## config.mk

```make
export PLATFORM = sky130hd
export DESIGN_NAME = sifh_zoom_controller
export DESIGN_NICKNAME = d
export VERILOG_FILES = /design/src/rtl/sifh_zoom_controller.sv
export SDC_FILE = /design/constraint.sdc
export NUM_CORES = 1
export LEC_CHECK = 0
export CORE_MARGIN = 2
export CORE_UTILIZATION = 64
export CTS_CLUSTER_SIZE = 10
export DETAILED_ROUTE_END_ITERATION = 8
export PLACE_DENSITY_LB_ADDON = 0.1
export SYNTH_ARGS = -nofsm -noshare
export SYNTH_HDL_FRONTEND = slang
export SYNTH_SLANG_ARGS = --single-unit
```

## constraint.sdc

```tcl
create_clock -name clk -period 9.6 [get_ports clk]
set_input_delay 1.92 -clock clk [delete_from_list [all_inputs] [get_ports clk]]
set_output_delay 1.92 -clock clk [all_outputs]
set_load 0.01 [all_outputs]
```

## src/rtl/sifh_zoom_controller.sv

```systemverilog
// rtl/sifh_zoom_controller.sv - coarse-to-fine SiFH histogram zoom sequencer
// Each stage clears, accumulates N_FRAMES frames, asks for the peak and narrows the window around it.
module sifh_zoom_controller #(
  parameter int NB       = 4,
  parameter int NP       = 12,
  parameter int N_STAGES = 3,
  parameter int N_FRAMES = 1000,
  parameter int TIMEOUT  = 255,
  localparam int SW      = $clog2(NP),
  localparam int STW     = $clog2(N_STAGES) + 1
) (
  input  logic          clk,
  input  logic          rst_n,
  input  logic          start,
  input  logic          abort,
  input  logic          laser_sync,
  input  logic          peak_ready,
  input  logic [NB-1:0] peak_ch,
  input  logic          peak_empty,
  output logic          hist_clr,
  output logic          hist_en,
  output logic          peak_req,
  output logic [NP-1:0] win_lo,
  output logic [SW-1:0] bin_shift,
  output logic [STW-1:0] stage,
  output logic          busy,
  output logic          done,
  output logic          err,
  output logic [NP-1:0] result
);

  localparam int AW = NP + 2;

  typedef enum logic [2:0] {
    S_IDLE, S_CLEAR, S_ACCUM, S_PREQ, S_PWAIT, S_UPDATE, S_DONE
  } state_t;

  state_t        st, nxt;
  logic [15:0]   frame_cnt;
  logic [7:0]    to_cnt;
  logic [NB-1:0] peak_q;
  logic          last_stage, frames_done, timed_out;
  logic [AW-1:0] w, ctr, lo, lim;
  logic [NP-1:0] win_lo_nxt;

  assign last_stage  = (stage == STW'(N_STAGES - 1));
  assign frames_done = laser_sync && (frame_cnt == 16'(N_FRAMES - 1));
  assign timed_out   = (to_cnt == 8'(TIMEOUT - 1));

  // Centre of the peak bin, then a two-bin window starting one bin below it, kept inside the code range.
  assign w   = AW'(1) << bin_shift;
  assign ctr = AW'(win_lo) + (AW'(peak_q) << bin_shift) + (w >> 1);
  assign lo  = ctr - w;
  assign lim = AW'(1) << NP;
  assign win_lo_nxt = (ctr < w) ? '0 :
                      ((lo + (w << 1)) > lim) ? NP'(lim - (w << 1)) : NP'(lo);

  always_comb begin
    nxt = st;
    case (st)
      S_IDLE:   if (start) nxt = S_CLEAR;
      S_CLEAR:  nxt = S_ACCUM;
      S_ACCUM:  if (frames_done) nxt = S_PREQ;
      S_PREQ:   nxt = S_PWAIT;
      S_PWAIT: begin
        if (peak_ready)     nxt = peak_empty ? S_DONE : S_UPDATE;
        else if (timed_out) nxt = S_DONE;
      end
      S_UPDATE: nxt = last_stage ? S_DONE : S_CLEAR;
      S_DONE:   nxt = S_IDLE;
      default:  nxt = S_IDLE;
    endcase
    if (abort) nxt = S_IDLE;
  end

  always_ff @(posedge clk) begin
    if (!rst_n) begin
      st        <= S_IDLE;
      frame_cnt <= '0;
      to_cnt    <= '0;
      peak_q    <= '0;
      win_lo    <= '0;
      bin_shift <= SW'(NP - NB);
      stage     <= '0;
      err       <= 1'b0;
      result    <= '0;
    end else begin
      st <= nxt;
      // Abort freezes all bookkeeping so err/result survive it untouched.
      if (!abort) begin
        case (st)
          S_IDLE: if (start) begin
            stage     <= '0;
            win_lo    <= '0;
            bin_shift <= SW'(NP - NB);
            err       <= 1'b0;
            result    <= '0;
          end
          S_CLEAR: frame_cnt <= '0;
          S_ACCUM: if (laser_sync) frame_cnt <= frame_cnt + 16'd1;
          S_PREQ:  to_cnt <= '0;
          S_PWAIT: begin
            if (peak_ready) begin
              if (peak_empty) err <= 1'b1;
              else            peak_q <= peak_ch;
            end else begin
              to_cnt <= to_cnt + 8'd1;
              if (timed_out) err <= 1'b1;
            end
          end
          S_UPDATE: begin
            if (last_stage) begin
              result <= NP'(ctr);
            end else begin
              win_lo    <= win_lo_nxt;
              bin_shift <= bin_shift - SW'(NB - 1);
              stage     <= stage + STW'(1);
            end
          end
          default: ;
        endcase
      end
    end
  end

  assign hist_clr = (st == S_CLEAR);
  assign hist_en  = (st == S_ACCUM);
  assign peak_req = (st == S_PREQ);
  assign busy     = (st != S_IDLE);
  assign done     = (st == S_DONE);

endmodule

```

==> reports/results.txt, run 1 <==
register area share after synthesis -> 22.03%
XOR/XNOR Fraction of Synth Area -> 9.311%
Tmin final -> 7.827 ns
LEAKAGE -> 0.002773 µW
first-iteration detailed-routing DRC count -> 369
worst skew pair latency -> 0.35 ns
yosys warns -> 0
Yosys reg bits -> 63
initial antenna violation count -> 0
GPL Wtd Cong -> 0.9613
Max Cap Violations -> 0
maximum clock rate -> 0.1278 GHz
Pint -> 517.7 µW
post-synth top area cell -> dfxtp_1
Synth Area in Compound Gates -> 22.51%
first-pass GRT wire length -> 25290 µm
peak supply drop -> 0.00007983 V
Least-Margin Pin Slew -> 0.9810 ns
DRT antenna net count -> 0
multi-input logic area -> 0.004139 mm²
Rel. slew slack -> 32.73%
main combinational cell family by area after synthesis -> compound AO/OA/AOI/OAI gates
number of I/O port buffers -> 47
CTS tree -> yes
fraction of registers with async set/reset -> 0%
die area -> 0.009717 mm²
Psw -> 328.5 µW
hold depth -> 2
RSZ-0062 raised after global routing -> false
CP max-delay cell -> o31ai_4
htree depth -> 3
max incr delay on CP -> 0.52 ns
drt pass-1 iters -> 5
CP Max Fanout -> 12
CP endpoint kind -> flop
ys flop type -> dfxtp_1
multiplexer share of the synthesized area -> 3.060%
Chip Width -> 98.58 µm
post-synth top area share -> 22.03%
drc violations -> 0
logic gate share of total power -> 39.7%
startpoint types -> flop
pwr/cell area -> 131.4 mW/mm²
drt total wl -> 15230 µm
Inserted Diodes -> 0
status -> finished, final reports clean
syn_area_per_cell -> 7.950 µm²
Clock Path Buffers -> 2
area occupied by registers -> 0.001261 mm²
Area growth, synth to finish -> 12.50%
total negative setup slack -> 0 ns
Ports -> 48
Synth area leaders -> dfxtp_1 22%, ha_1 11%, xnor2_1 5.2%, nor2_1 4.9%, nand2_1 4.2%
cell area after synthesis -> 0.005724 mm²
total core area -> 0.008678 mm²
final critical-path share of the clock period -> 81.54%
required time worst endpoint -> 9.85 ns
number of global-route vias before repair -> 5213
Total Routing Usage GR -> 32.09%
most frequent CP cell -> ha_1
row count -> 34
FF-to-FF path depth -> 32
root buf cell -> clkbuf_8
CTS Buf Count -> 9
Post-CTS Resized -> 0
cells after synthesis -> 720
syn nets -> 793
Vias/cell -> 6.200
number of flops mapped to enable cells by yosys -> 0
Die Height -> 98.58 µm
clock share of power -> 28.4%
Sink Count -> 63
Hold WC Path Type -> reg -> reg
layout cells sized above 1 -> 7.208%
critical setup path kind -> reg -> reg
number of hold buffers added after cts -> 0
fin nets -> 831
Vias -> 5400
Yosys cell types -> 77
Final Core Density -> 74.21%
Adder-Cell Fraction of Synth Area -> 15.26%
mean routed wirelength per cell -> 17.49 µm
post-CTS setup buffer count -> 0
commonest cells after routing, fill and taps aside -> 75 x nor2_1, 64 x nand2_1, 63 x dfxtp_1
most common cell after layout, fill and taps aside -> nor2_1
Setup-failing EPs final -> 0
simple-gate area share of the yosys netlist -> 22.05%
Hold Vio Cnt, Final -> 0
Initial Utilization -> 65.96%
hpwl dp -> 11860 µm
switching part of the total -> 38.82%
Worst Path Arrival -> 8.08 ns
Setup Skew -> 0.008937 ns
FILL cells -> 710
global route overflow -> 0
largest net degree at the start of global routing -> 29
Seq pwr share -> 31.9%
Reg clk slew, reported paths -> 0.07 ns
Final Max Tran Viols -> 0
layout make-up:
cell class / instances / area share, %
timing repair buffer: 49 / 7.538
clock buffer: 11 / 2.195
clock inverter: 5 / 0.8743
sequential: 63 / 19.58
tap: 108 / 2.098
multi-input combinational: 576 / 64.27
inverter: 59 / 3.439
layer usage:
layer  global-route usage [%]  part of all wire, %  up-vias
li1                         -                    -     2614
met2                    51.13                   46      206
met5                        0                    0        -
met4                    9.589                  1.7        0
met3                    4.397                  7.4       24
met1                    45.50                   45     2556
logic make-up after synthesis:
kind of cell	after synthesis
DFF	63
and+or+nand+nor	258
adders and majority gates	64
muxes	17
AOI/OAI and AO/OA	177
buffers and inverters	81
xor gates and xnor gates	60
power groups by stage:
| stage | Sequential, µW | Clock, µW | Combinational, µW |
|---|---|---|---|
| after floorplan | 272 | 0 | 270 |
| after global placement | 275 | 0 | 316 |
| after detailed placement | 276 | 0 | 325 |
| after CTS | 269 | 243 | 328 |
| after global routing | 270 | 253 | 370 |
| final | 270 | 241 | 336 |
sequential cells by signal, indices dropped and copies added (netlist names):
signal,cells
result,12
err,1
stage,3
to_cnt,8
peak_q,4
frame_cnt,16
st,3
win_lo,12
bin_shift,4
cells in the mapped netlist (3+ instances only):
master and number:
ha_1 52, nand2b_1 10, a211oi_1 7, o31ai_2 6
dfxtp_1 63, o31ai_1 3, a21oi_1 32, nor2_1 75
o211ai_1 5, nand3_1 17, o21ai_0 34, nand2_1 64
and3_1 10, nand4_1 8, fa_1 10, a31oi_1 6
inv_2 4, mux2_2 4, and2_1 8, a21o_1 17
nor2b_1 20, mux2i_1 13, clkbuf_1 16, buf_6 3
inv_1 55, o21ai_1 4, a22oi_1 11, or3_1 5
o21bai_1 3, o21a_1 7, o31a_1 4, nor3_1 20
o2111ai_1 3, nand3b_1 4, xor2_1 25, xnor2_1 34
a211o_1 4, a21boi_0 4
path summary, 6_finish.rpt:
| path | start | end | slack (ns) |
|---|---|---|---|
| setup / recovery | bin_shift[0] | win_lo[2] | 1.77 |
| hold / removal | frame_cnt[7] | frame_cnt[7] | 0.51 |
| setup reg to reg | bin_shift[0] | win_lo[2] | 1.77 |
| hold reg to reg | frame_cnt[7] | frame_cnt[7] | 0.51 |
metrics by stage:
| stage | power [µW] | hold WS (ns) | cell area (µm²) | cells | setup slack (ns) |
|---|---|---|---|---|---|
| floorplan | 542.4 | 0.4669 | 5724 | 720 | 3.074 |
| global placement | 591.4 | 0.4622 | 6242 | 855 | 2.306 |
| detailed placement | 600.5 | 0.4976 | 6242 | 855 | 2.088 |
| CTS | 840.9 | 0.5112 | 6440 | 871 | 1.980 |
| global route | 893.1 | 0.5334 | 6440 | 871 | 1.118 |
| finish | 846.2 | 0.5109 | 6440 | 871 | 1.773 |
critical path, delay by kind of cell, from the launching register on:
family,cells,cell delay [ns]
compound gates,12,2.75
buf+inv,5,0.77
xor+xnor,2,0.52
flops,1,0.44
fa+ha+maj,6,1.90
simple gates,7,1.36
No activity file was read; power rests on OpenSTA's default activity.
==> run 2: changes to the inputs <==
--- a/config.mk
+++ b/config.mk
@@ -6,7 +6,7 @@
 export NUM_CORES = 1
 export LEC_CHECK = 0
 export CORE_MARGIN = 2
-export CORE_UTILIZATION = 64
+export CORE_UTILIZATION = 54
 export CTS_CLUSTER_SIZE = 10
 export DETAILED_ROUTE_END_ITERATION = 8
 export PLACE_DENSITY_LB_ADDON = 0.1
==> constraint.sdc (replaced) <==
create_clock -name clk -period 6.4 [get_ports clk]
set_input_delay 1.28 -clock clk [delete_from_list [all_inputs] [get_ports clk]]
set_output_delay 1.28 -clock clk [all_outputs]
set_load 0.01 [all_outputs]
==> reports/results.txt, run 2 (synthesis gave the netlist of run 1 again) <==
Vias -> 5729
CP bufs+invs -> 2
Tmin final -> 6.307 ns
CP max-delay cell -> or4_4
Initial Utilization -> 55.45%
worst skew pair latency -> 0.37 ns
Clock Path Buffers -> 2
row count -> 37
total core area -> 0.01032 mm²
pwr/cell area -> 201.8 mW/mm²
mean routed wirelength per cell -> 17.76 µm
Hold WC Path Type -> reg -> reg
global route overflow -> 0
number of global-route vias before repair -> 5543
CTS tree -> yes
Final Max Tran Viols -> 0
drc violations -> 0
first-iteration detailed-routing DRC count -> 344
commonest cells after routing, fill and taps aside -> 70 x nor2_1, 66 x buf_4, 60 x dfxtp_1
die area -> 0.01144 mm²
Crit Reg-Reg Endpoint -> win_lo[2]
min-delay src -> err
layout cells sized above 1 -> 22.33%
initial antenna violation count -> 0
startpoint types -> flop
drt total wl -> 17210 µm
hold depth -> 2
Least-Margin Pin Slew -> 1.038 ns
required time worst endpoint -> 6.63 ns
routed wl met3 -> 1156 µm
top layer in use -> met4
maximum clock rate -> 0.1586 GHz
CP Max Fanout -> 7
critical setup path kind -> reg -> reg
Vias/cell -> 5.912
DRT antenna net count -> 0
most common cell after layout, fill and taps aside -> nor2_1
WL met1 -> 7591 µm
max incr delay on CP -> 0.57 ns
hpwl dp -> 12960 µm
Place WS -> -0.09319 ns
Setup Skew -> 0.01445 ns
fin nets -> 901
Largest regs -> frame_cnt: 16 flops, result: 12 flops, win_lo: 12 flops
Max Cap Violations -> 0
Top reg by flops -> frame_cnt
Inserted Diodes -> 0
Sink Count -> 63
placed insts -> 932
FF-to-FF path depth -> 27
htree depth -> 3
slack of the worst reg-to-reg path -> 0.09 ns
drt pass-1 iters -> 5
largest net degree at the start of global routing -> 29
non-filler cells, final -> 969
Worst Path Arrival -> 6.54 ns
first-pass GRT wire length -> 26740 µm
final critical-path share of the clock period -> 98.55%
Chip Width -> 107.0 µm
Hold WS -> 0.4905 ns
FILL cells -> 810
setup ws final -> 0.09311 ns
Setup-failing EPs final -> 0
status -> finished, final reports clean
reg-to-reg startpoint -> bin_shift[0]
peak supply drop -> 0.0001388 V
Hold Vio Cnt, Final -> 0
RSZ-0062 raised after global routing -> true
max FFs per register -> 16
Rel. slew slack -> 30.33%
Reg clk slew, reported paths -> 0.08 ns
Area growth, synth to finish -> 29.46%
met2 wire len -> 8021 µm
Worst Hold End -> err
GPL Wtd Cong -> 0.9698
number of I/O port buffers -> 47
family with the most delay on the worst path -> compound AO/OA/AOI/OAI gates
CP endpoint kind -> flop
LEAKAGE -> 0.003175 µW
CTS Buf Count -> 9
Ports -> 48
root buf cell -> clkbuf_8
Die Height -> 107.0 µm
Total Routing Usage GR -> 29.76%
==> run 2: cell types whose count changed in the layout (fill, tap and decap cells not counted), sizes merged <==
cell	change
clkinv	-1
bufinv	+2
buf	+70
clkbuf	-2
clkinvlp	+1
==> run 2: per-layer routing <==
metal,vias up,global-route usage (%)
li1,2754,-
met5,-,0
met3,43,6.018
met2,199,47.91
met1,2733,39.67
met4,0,10.48
==> run 2: area by class of cell <==
| cell class | instances | area (µm²) | share of cell area [%] |
|---|---|---|---|
| Clock inverter | 7 | 118.9 | 1.604 |
| Inverter | 59 | 231.5 | 3.123 |
| Timing Repair Buffer | 119 | 1033 | 13.95 |
| Clock buffer | 9 | 123.9 | 1.671 |
| Multi-Input combinational cell | 576 | 4463 | 60.22 |
| Sequential cell | 63 | 1270 | 17.14 |
| Tap cell | 136 | 170.2 | 2.296 |
==> run 2: what timing repair did <==
| item | 4_1_cts | 5_1_grt |
|---|---|---|
| setup endpoints to repair | 12 | 12 |
| resized for setup | 4 | 94 |
| buffers inserted | 0 | 21 |
| pin swaps | 0 | 34 |
| hold buffers | 0 | 0 |
| hold endpoints to repair | 0 | 0 |
==> run 2: how the worst max path moves through the flow <==
stage,startpoint,end,cells past startpoint
global placement,bin_shift[1],win_lo[3],28
detailed placement,bin_shift[1],win_lo[10],27
finish,bin_shift[0],win_lo[2],27
CTS,bin_shift[1],win_lo[3],32
global route,bin_shift[1],win_lo[7],32
floorplan,bin_shift[1],win_lo[2],31
==> run 2: report_power, final <==
part	switching, µW	internal [µW]
combinational	366	290
sequential	5.97	394
clock	180	259
==> run 2: worst register-to-register path, delay by kind of cell (launching register included) <==
family,cells,cell delay [ns]
compound gates,12,2.20
simple gates,7,1.77
fa+ha+maj,4,1.04
flops,1,0.42
buf+inv,2,0.31
mux,1,0.31
xor+xnor,1,0.16
==> run 2: metrics by stage <==
stage	total power, µW	utilization, %	TNS, ns	area [µm²]
6_report	1496	71.79	0	7411
2_1_floorplan	814.1	-	0	5734
3_3_place_gp	958.0	64.42	0	6650
4_1_cts	1413	66.82	0	6898
5_1_grt	1570	71.79	-1.534	7411
3_5_place_dp	973.8	64.42	-0.7919	6650
